**src/rtl/rv32i_plic.sv**
```systemverilog
// Platform-level interrupt controller: per-source level gateway, pending/inflight
// tracking, priority arbiter and a Wishbone claim/complete register interface.
module rv32i_plic #(
   parameter int NUM_SRC = 6,
   parameter int PRIO_W  = 3
) (
   input  logic               clk,
   input  logic               reset,
   input  logic [NUM_SRC-1:0] irq_i,
   input  logic               wb_cyc_i,
   input  logic               wb_stb_i,
   input  logic               wb_we_i,
   input  logic [9:0]         wb_adr_i,
   input  logic [31:0]        wb_dat_i,
   output logic [31:0]        wb_dat_o,
   output logic               wb_ack_o,
   output logic               ext_irq_o
);

   localparam int ID_W = $clog2(NUM_SRC + 1);

   // Word offsets (byte address >> 2) of the non-priority registers.
   localparam logic [7:0] W_PENDING = 8'h20;
   localparam logic [7:0] W_ENABLE  = 8'h40;
   localparam logic [7:0] W_THRESH  = 8'h60;
   localparam logic [7:0] W_CLAIM   = 8'h61;

   logic [PRIO_W-1:0] prio [1:NUM_SRC];
   logic [NUM_SRC:1]  enable;
   logic [NUM_SRC:1]  pending;
   logic [NUM_SRC:1]  inflight;
   logic [PRIO_W-1:0] threshold;
   logic [ID_W-1:0]   best_id;
   logic [PRIO_W-1:0] best_prio;

   logic              acc;
   logic              wr;
   logic              claim_rd;
   logic              complete_wr;
   logic [7:0]        word;
   logic [31:0]       rdata;
   logic [ID_W-1:0]   arb_id;
   logic [PRIO_W-1:0] arb_prio;
   logic [NUM_SRC:1]  pending_nx;
   logic [NUM_SRC:1]  inflight_nx;
   logic              unused_bits;

   assign unused_bits = ^{wb_adr_i[1:0], best_prio};

   // A new access is accepted only while no ack is outstanding, which keeps the
   // ack a single-cycle pulse.
   assign acc         = wb_cyc_i && wb_stb_i && !wb_ack_o;
   assign wr          = acc && wb_we_i;
   assign word        = wb_adr_i[9:2];
   assign claim_rd    = acc && !wb_we_i && (word == W_CLAIM) && (best_id != '0);
   assign complete_wr = wr && (word == W_CLAIM);

   // Ascending scan with a strict compare keeps the lowest ID on priority ties.
   always_comb begin
      // NOTE: every always_comb output gets a default first so no path can infer a latch.
      arb_id   = '0;
      arb_prio = '0;
      for (int i = 1; i <= NUM_SRC; i++) begin
         if (pending[i] && enable[i] && (prio[i] > threshold) && (prio[i] > arb_prio)) begin
            arb_id   = ID_W'(i);
            arb_prio = prio[i];
         end
      end
   end

   // Gateway: a claim beats a same-cycle set; the old inflight value gates the
   // set, so a completed source re-pends one edge after the complete.
   always_comb begin
      pending_nx  = pending;
      inflight_nx = inflight;
      for (int i = 1; i <= NUM_SRC; i++) begin
         if (claim_rd && (best_id == ID_W'(i))) begin
            pending_nx[i]  = 1'b0;
            inflight_nx[i] = 1'b1;
         end else begin
            if (irq_i[i-1] && !inflight[i])
               pending_nx[i] = 1'b1;
            if (complete_wr && (wb_dat_i == 32'(i)) && inflight[i])
               inflight_nx[i] = 1'b0;
         end
      end
   end

   always_comb begin
      rdata = '0;
      for (int i = 1; i <= NUM_SRC; i++) begin
         if (word == 8'(i))
            rdata = 32'(prio[i]);
      end
      case (word)
         W_PENDING: rdata = 32'({pending, 1'b0});
         W_ENABLE:  rdata = 32'({enable, 1'b0});
         W_THRESH:  rdata = 32'(threshold);
         W_CLAIM:   rdata = 32'(best_id);
         default:   ;
      endcase
   end

   // NOTE: the priority array is small and fully reset so software always reads
   // a defined value; sequential state is assigned with <= only.
   always_ff @(posedge clk or posedge reset) begin
      if (reset) begin
         for (int i = 1; i <= NUM_SRC; i++)
            prio[i] <= '0;
         enable    <= '0;
         threshold <= '0;
         pending   <= '0;
         inflight  <= '0;
         best_id   <= '0;
         best_prio <= '0;
         ext_irq_o <= 1'b0;
         wb_ack_o  <= 1'b0;
         wb_dat_o  <= '0;
      end else begin
         pending   <= pending_nx;
         inflight  <= inflight_nx;
         best_id   <= arb_id;
         best_prio <= arb_prio;
         ext_irq_o <= (arb_id != '0);
         wb_ack_o  <= acc;
         wb_dat_o  <= (acc && !wb_we_i) ? rdata : '0;
         if (wr) begin
            for (int i = 1; i <= NUM_SRC; i++) begin
               if (word == 8'(i))
                  prio[i] <= wb_dat_i[PRIO_W-1:0];
            end
            if (word == W_ENABLE)
               enable <= wb_dat_i[NUM_SRC:1];
            if (word == W_THRESH)
               threshold <= wb_dat_i[PRIO_W-1:0];
         end
      end
   end

endmodule

```
**config.mk**
```make
export PLATFORM = sky130hd
export DESIGN_NAME = rv32i_plic
export DESIGN_NICKNAME = d
export VERILOG_FILES = /design/src/rtl/rv32i_plic.sv
export SDC_FILE = /design/constraint.sdc
export NUM_CORES = 1
export LEC_CHECK = 0
export ABC_AREA = 0
export ABC_CLOCK_PERIOD_IN_PS = 7900
export CORE_AREA = 2 2 88 90
export DETAILED_ROUTE_END_ITERATION = 10
export DIE_AREA = 0 0 90 92
export GPL_TIMING_DRIVEN = 0
export HOLD_SLACK_MARGIN = 0.06
export PLACE_DENSITY = 0.84
export SLEW_MARGIN = 10
export SYNTH_ARGS = -nofsm -noshare
export SYNTH_HDL_FRONTEND = slang
export SYNTH_SLANG_ARGS = --single-unit
export TNS_END_PERCENT = 5
```
**constraint.sdc**
```tcl
create_clock -name clk -period 7.9 [get_ports clk]
set_input_delay 1.975 -clock clk [delete_from_list [all_inputs] [get_ports clk]]
set_output_delay 1.975 -clock clk [all_outputs]
set_load 0.02 [all_outputs]
```
* After elaboration in Yosys (flattened, before gate mapping)
Cells that the tools add are included.
Word-level totals: input port bits 53, register bits 76, output and inout port bits 34, word-level logic and storage cells 180
Cells by class: multiplexer cells 43, order comparisons 12, reductions and logical operators 79, equality and inequality tests 22
Operator list (number):
- 32-bit 2-to-1 mux | 6
- 32-bit one-hot mux with 4 select lines | 1
- 32-bit by 3-bit equality test with 1-bit output, second input constant | 3
- 32-bit by 2-bit equality test with 1-bit output, second input constant | 2
- 1-bit logical AND | 49
- 3-bit > comparator | 11
- 3-bit 2-to-1 mux | 11
- 32-bit by 1-bit equality test with 1-bit output, second input constant | 1
- 1-bit 2-to-1 mux | 25
- 8-bit by 3-bit equality test with 1-bit output, second input constant | 3
- 8-bit by 7-bit equality test with 1-bit output, second input constant | 3
- 2-bit nonzero test | 12
- 8-bit by 2-bit equality test with 1-bit output, second input constant | 2
- 2-bit AND reduction | 8
- 3-bit equality test, second input constant | 3
- 8-bit by 1-bit equality test with 1-bit output, second input constant | 1
- 8-bit by 6-bit equality test with 1-bit output, second input constant | 1
- 1-bit logical NOT | 8
- 3-bit by 2-bit equality test with 1-bit output, second input constant | 2
- 3-bit nonzero test | 2
- 3-bit by 1-bit equality test with 1-bit output, second input constant | 1
- 3-bit by 1-bit > comparator with 1-bit output, second input constant | 1

* Logic depth before layout (Yosys ltp)
Gate-level depths: netlist (run 1).
depth after elaboration 20, mapped depth 37, depth with buffers taken out 35

* Worst setup path after synthesis (run 1)
Ideal clock, no wire load.
path kind flip-flop to flip-flop, start reg threshold[1], end reg best_id[0], buffers on the path 2, clock period less this slack 6487 ps, required time 7778 ps, setup slack 1413 ps, arrival time 6366 ps, setup time 122 ps, stages on the path, launching flop included 37, cells stage by stage dfrtp_1 > inv_1 > ha_1 > inv_1 > o21ai_0 > nand3_1 > ha_1 > nand3_1 > and4_1 > and2_1 > clkbuf_1 > o21a_1 > ha_1 > nand3b_1 > a22oi_1 > nand2_1 > or2_2 > nand2_1 > ha_1 > a21oi_1 > o21ai_0 > nand4_1 > clkbuf_1 > nor2_1 > a31oi_1 > ha_1 > a21oi_1 > a22oi_1 > and2_0 > o31ai_1 > a31oi_1 > ha_1 > nor2b_1 > o21ai_0 > a221o_1 > nand2_1 > o2bb2ai_1
On the way: longest elaborated chain between the ends 19, elaborated cells on any way between the ends 34, those cells by class order compare: 11; mux: 11; reduce/logical: 12
RTL lines:
- start: declaration | RTL line 32 | logic [PRIO_W-1:0] threshold;
- start signal: assignment | RTL line 135 | threshold <= wb_dat_i[PRIO_W-1:0];
- 3-bit > comparator | RTL line 64 | if (pending[i] && enable[i] && (prio[i] > threshold) && (prio[i] > arb_prio)) begin
- 1-bit logical AND (2 in series) | RTL line 64
- 3-bit 2-to-1 mux | RTL line 64
- 3-bit > comparator | RTL line 64
- 1-bit logical AND | RTL line 64
- 3-bit 2-to-1 mux | RTL line 64
- 3-bit > comparator | RTL line 64
- 1-bit logical AND | RTL line 64
- [3 not listed]
- 3-bit 2-to-1 mux | RTL line 64
- 3-bit > comparator | RTL line 64
- 1-bit logical AND | RTL line 64
- 3-bit 2-to-1 mux | RTL line 64
- 3-bit > comparator | RTL line 64
- 1-bit logical AND | RTL line 64
- 3-bit 2-to-1 mux (*) | RTL line 64
- net arb_id[0] | RTL line 42 | logic [ID_W-1:0] arb_id;
- end signal: assignment | RTL line 122 | best_id <= arb_id;
- end: declaration | RTL line 33 | logic [ID_W-1:0] best_id;
The timed path passes the listed nets; every way through them passes the cells marked *. A chain may end at the register's enable or synchronous reset.

* Worst setup path after layout (run 1)
Same ends and word-level chain as after synthesis.

==> impl_results.md, run 1 <==
- GP Congestion: 0.944
- Seq/Total Area, Yosys: 0.347
- Pleak: approximately 2.0 nW
- CP max FO: 10
- Max-slew violations: 0
- Sw Share: 0.273
- R2R Setup Slk: between 0.5 and 0.6 ns
- Largest net degree at the start of global routing: 27
- Mean post-synth cell area: between 9 and 10 um^2
- Final std cells w/o fill: 588
- P per Cell Area: 111 nW/um^2
- CP endpoint kind: register
- ANT cells: 0
- Synth warn: 0
- Final setup violation count: 0
- Final period util: 0.929
- RSZ-0062 raised after global routing: no
- #FFs+latches synth: 51
- Post-route ant nets: 0
- Buffers added on ports: 58
- Vias in the first global route: 3298
- Worst-margin pin slew: ~0.60 ns
- Clock Latency Late Sink: 0.31 ns
- Area added between synthesis and finish: 24.8%
- Worst IR Drop VDD: between 0.08 and 0.09 mV
- Placeable Area: approximately 7400 um^2
- Die Height: a little over 90 um
- Crit path required time: around 8.1 ns
- Min Tclk post-route: approximately 7.3 ns
- Clk pwr share: 0.289
- Die width: 90 um
- Total GRT Usage: 0.240
- Crit path max-delay family: simple AND/OR/NAND/NOR gates
- Final nets: between 500 and 600
- Net Switching: 0.139 mW
- Total CTS buffers: 5
- Synth async-reset ratio: 1.00
- Post-Syn Instances: 397
- Worst Hold Class: register to register
- Share of cells above drive strength 1: 0.152
- DP HPWL: slightly below 8000 um
- Cell Rows: 32
- GRT overflow: 0
- EDFF count, synth: 0
- Met1 GRT Util: 0.298
- H-Tree Depth: 2
- I/O pin count: just under 90
- Crit path max-delay cell type: dfrtp_1
- Crit-path most repeated cell: ha_1
- Ys flop type: dfrtp_1
- DRT Pass-1 Iters: 5
- Placed Instances: roughly 580
- Sequential share of power: 0.523
- Detailed Route Iter0 Violations: 287
- Worst setup SP type: register
- Met3 Use GR: 0.0551
- Max-Slew Margin vs Limit: 0.602
- GRT Max-Usage Layer: met2
- Comb power frac: 0.188
- CTS tree: built
- Routed wire length per instance: 16.5 um
- Clock Path Buffers: 2
- Outcome: finished, final reports clean
- Critical path arrival: 7.58 ns
- Clk sinks: 51
- CP max stage delay: around 0.4 ns
- Final setup TNS: 0 ns
- Internal power: about 0.37 mW
- Number of fill cells: around 630
- Clock root cell: clkbuf_8
- Commonest non-fill, non-tap cell in the layout: clkdlybuf4s50_1
- Number of hold violations in the final report: 0
- Grt met2 use: 0.422
- # DRC: 0
- Yosys cell types: 51
- Drt total wl: 9720 um
- Max Clk Rate: about 0.14 GHz
- Initial antenna violation count: 0
- DR vias: between 3000 and 4000
- Buffers & Inverters on Critical Path: 2
- Synthesized area: approximately 3700 um^2
- Die area: slightly above 8000 um^2
- CTS clk-pin slew, worst paths: around 0.090 ns
- Worst Skew: 0.00720 ns
- Crit path kind: register to register
- Vias/cell: 5.73
- Final instance area: about 4600 um^2
- Highest-count cells in the layout ignoring fill and taps: 58 x clkdlybuf4s50_1, 51 x dfrtp_1, 33 x ha_1
- First-pass GRT wire length: approximately 16000 um
- Initial Utilization: 0.494
- Placed Area: approximately 4500 um^2
- Max-cap violations: 0
[per-layer routing]
layer	vias to the layer above	wire length, um	part of all wire
li1	1601	-	-
met1	1601	3900	0.40
met2	150	4880	0.50
met3	17	761	0.078
met4	0	184	0.019
met5	-	0	0
[cell families after synthesis]
logic type	count (synthesis)	synth area share
fa+ha+maj	33	0.112
compound gates	84	0.148
other cells	1	0.00102
buf+inv	56	0.0826
mux	29	0.0908
simple gates	143	0.219
flops	51	0.347
[synth_stat cells (4+ instances only)]
| library cell | count | area [um^2] |
|---|---|---|
| a21oi_1 | 22 | 110 |
| a22oi_1 | 8 | 60.1 |
| a31oi_1 | 10 | 62.6 |
| and4_1 | 4 | 35.0 |
| buf_4 | 25 | 188 |
| clkbuf_1 | 10 | 37.5 |
| dfrtp_1 | 51 | 1280 |
| ha_1 | 33 | 413 |
| inv_1 | 21 | 78.8 |
| mux2_2 | 22 | 248 |
| nand2_1 | 29 | 109 |
| nand2b_1 | 6 | 37.5 |
| nand3_1 | 22 | 110 |
| nand3b_1 | 8 | 60.1 |
| nand4_1 | 6 | 37.5 |
| nor2_1 | 27 | 101 |
| nor2b_1 | 6 | 37.5 |
| nor3_1 | 4 | 20.0 |
| nor4_1 | 7 | 43.8 |
| o211ai_1 | 5 | 37.5 |
| o21ai_0 | 16 | 80.1 |
| o31ai_1 | 5 | 37.5 |
[metrics by stage]
stage	utilization	total power, mW	setup WS, ns	hold WS (ns)
global route	0.617	0.533	0.0417	0.526
CTS	0.615	0.511	0.245	0.514
detailed placement	0.604	0.365	0.298	0.494
floorplan	-	0.324	1.41	0.479
global placement	0.601	0.362	0.510	0.488
finish	0.617	0.509	0.557	0.513
[final cells by class]
type | count | area (um^2) | share of cell area
clock inverter | 2 | 13.8 | 0.00300
tap | 102 | 128 | 0.0278
inverter | 21 | 82.6 | 0.0180
sequential | 51 | 1280 | 0.278
buffer | 34 | 223 | 0.0485
timing repair buffer | 59 | 601 | 0.131
clock buffer | 5 | 68.8 | 0.0150
multi-input combinational | 314 | 2200 | 0.479
[power groups by stage]
stage	logic (mW)	registers (mW)	clock network, mW
after global routing	0.105	0.267	0.162
final	0.0955	0.266	0.147
after floorplan	0.0531	0.271	0
after CTS	0.0942	0.266	0.151
after detailed placement	0.0940	0.271	0
after global placement	0.0902	0.271	0
[flip-flops by register name, indices dropped and copies added, names as in the netlist]
name       count
prio          18
wb_dat_o       7
enable         6
inflight       6
pending        6
best_id        3
threshold      3
ext_irq_o      1
wb_ack_o       1
[path summary, 6_finish.rpt]
kind                         startpoint            to  cells after the start
hold reg to reg            threshold[2]  threshold[2]                      1
setup reg to reg           threshold[1]    best_id[0]                     34
setup / recovery           threshold[1]    best_id[0]                     34
max in group asynchronous         reset      prio[12]                      3
hold / removal             threshold[2]  threshold[2]                      1
min in group asynchronous         reset   inflight[6]                      2
[what timing repair did]
item	in CTS	in global routing
buffers inserted	0	0
setup endpoints to repair	0	4
hold buffers	0	0
resized for setup	0	8
No activity file was read; power rests on OpenSTA's default activity.
==> inputs of run 2 (changes only) <==
--- a/config.mk
+++ b/config.mk
@@ -13,6 +13,7 @@
 export GPL_TIMING_DRIVEN = 0
 export HOLD_SLACK_MARGIN = 0.06
 export PLACE_DENSITY = 0.84
+export SKIP_LAST_GASP = 1
 export SLEW_MARGIN = 10
 export SYNTH_ARGS = -nofsm -noshare
 export SYNTH_HDL_FRONTEND = slang
==> results of run 2 <==
Final layout, timing and power as in run 1 (identical DEF).
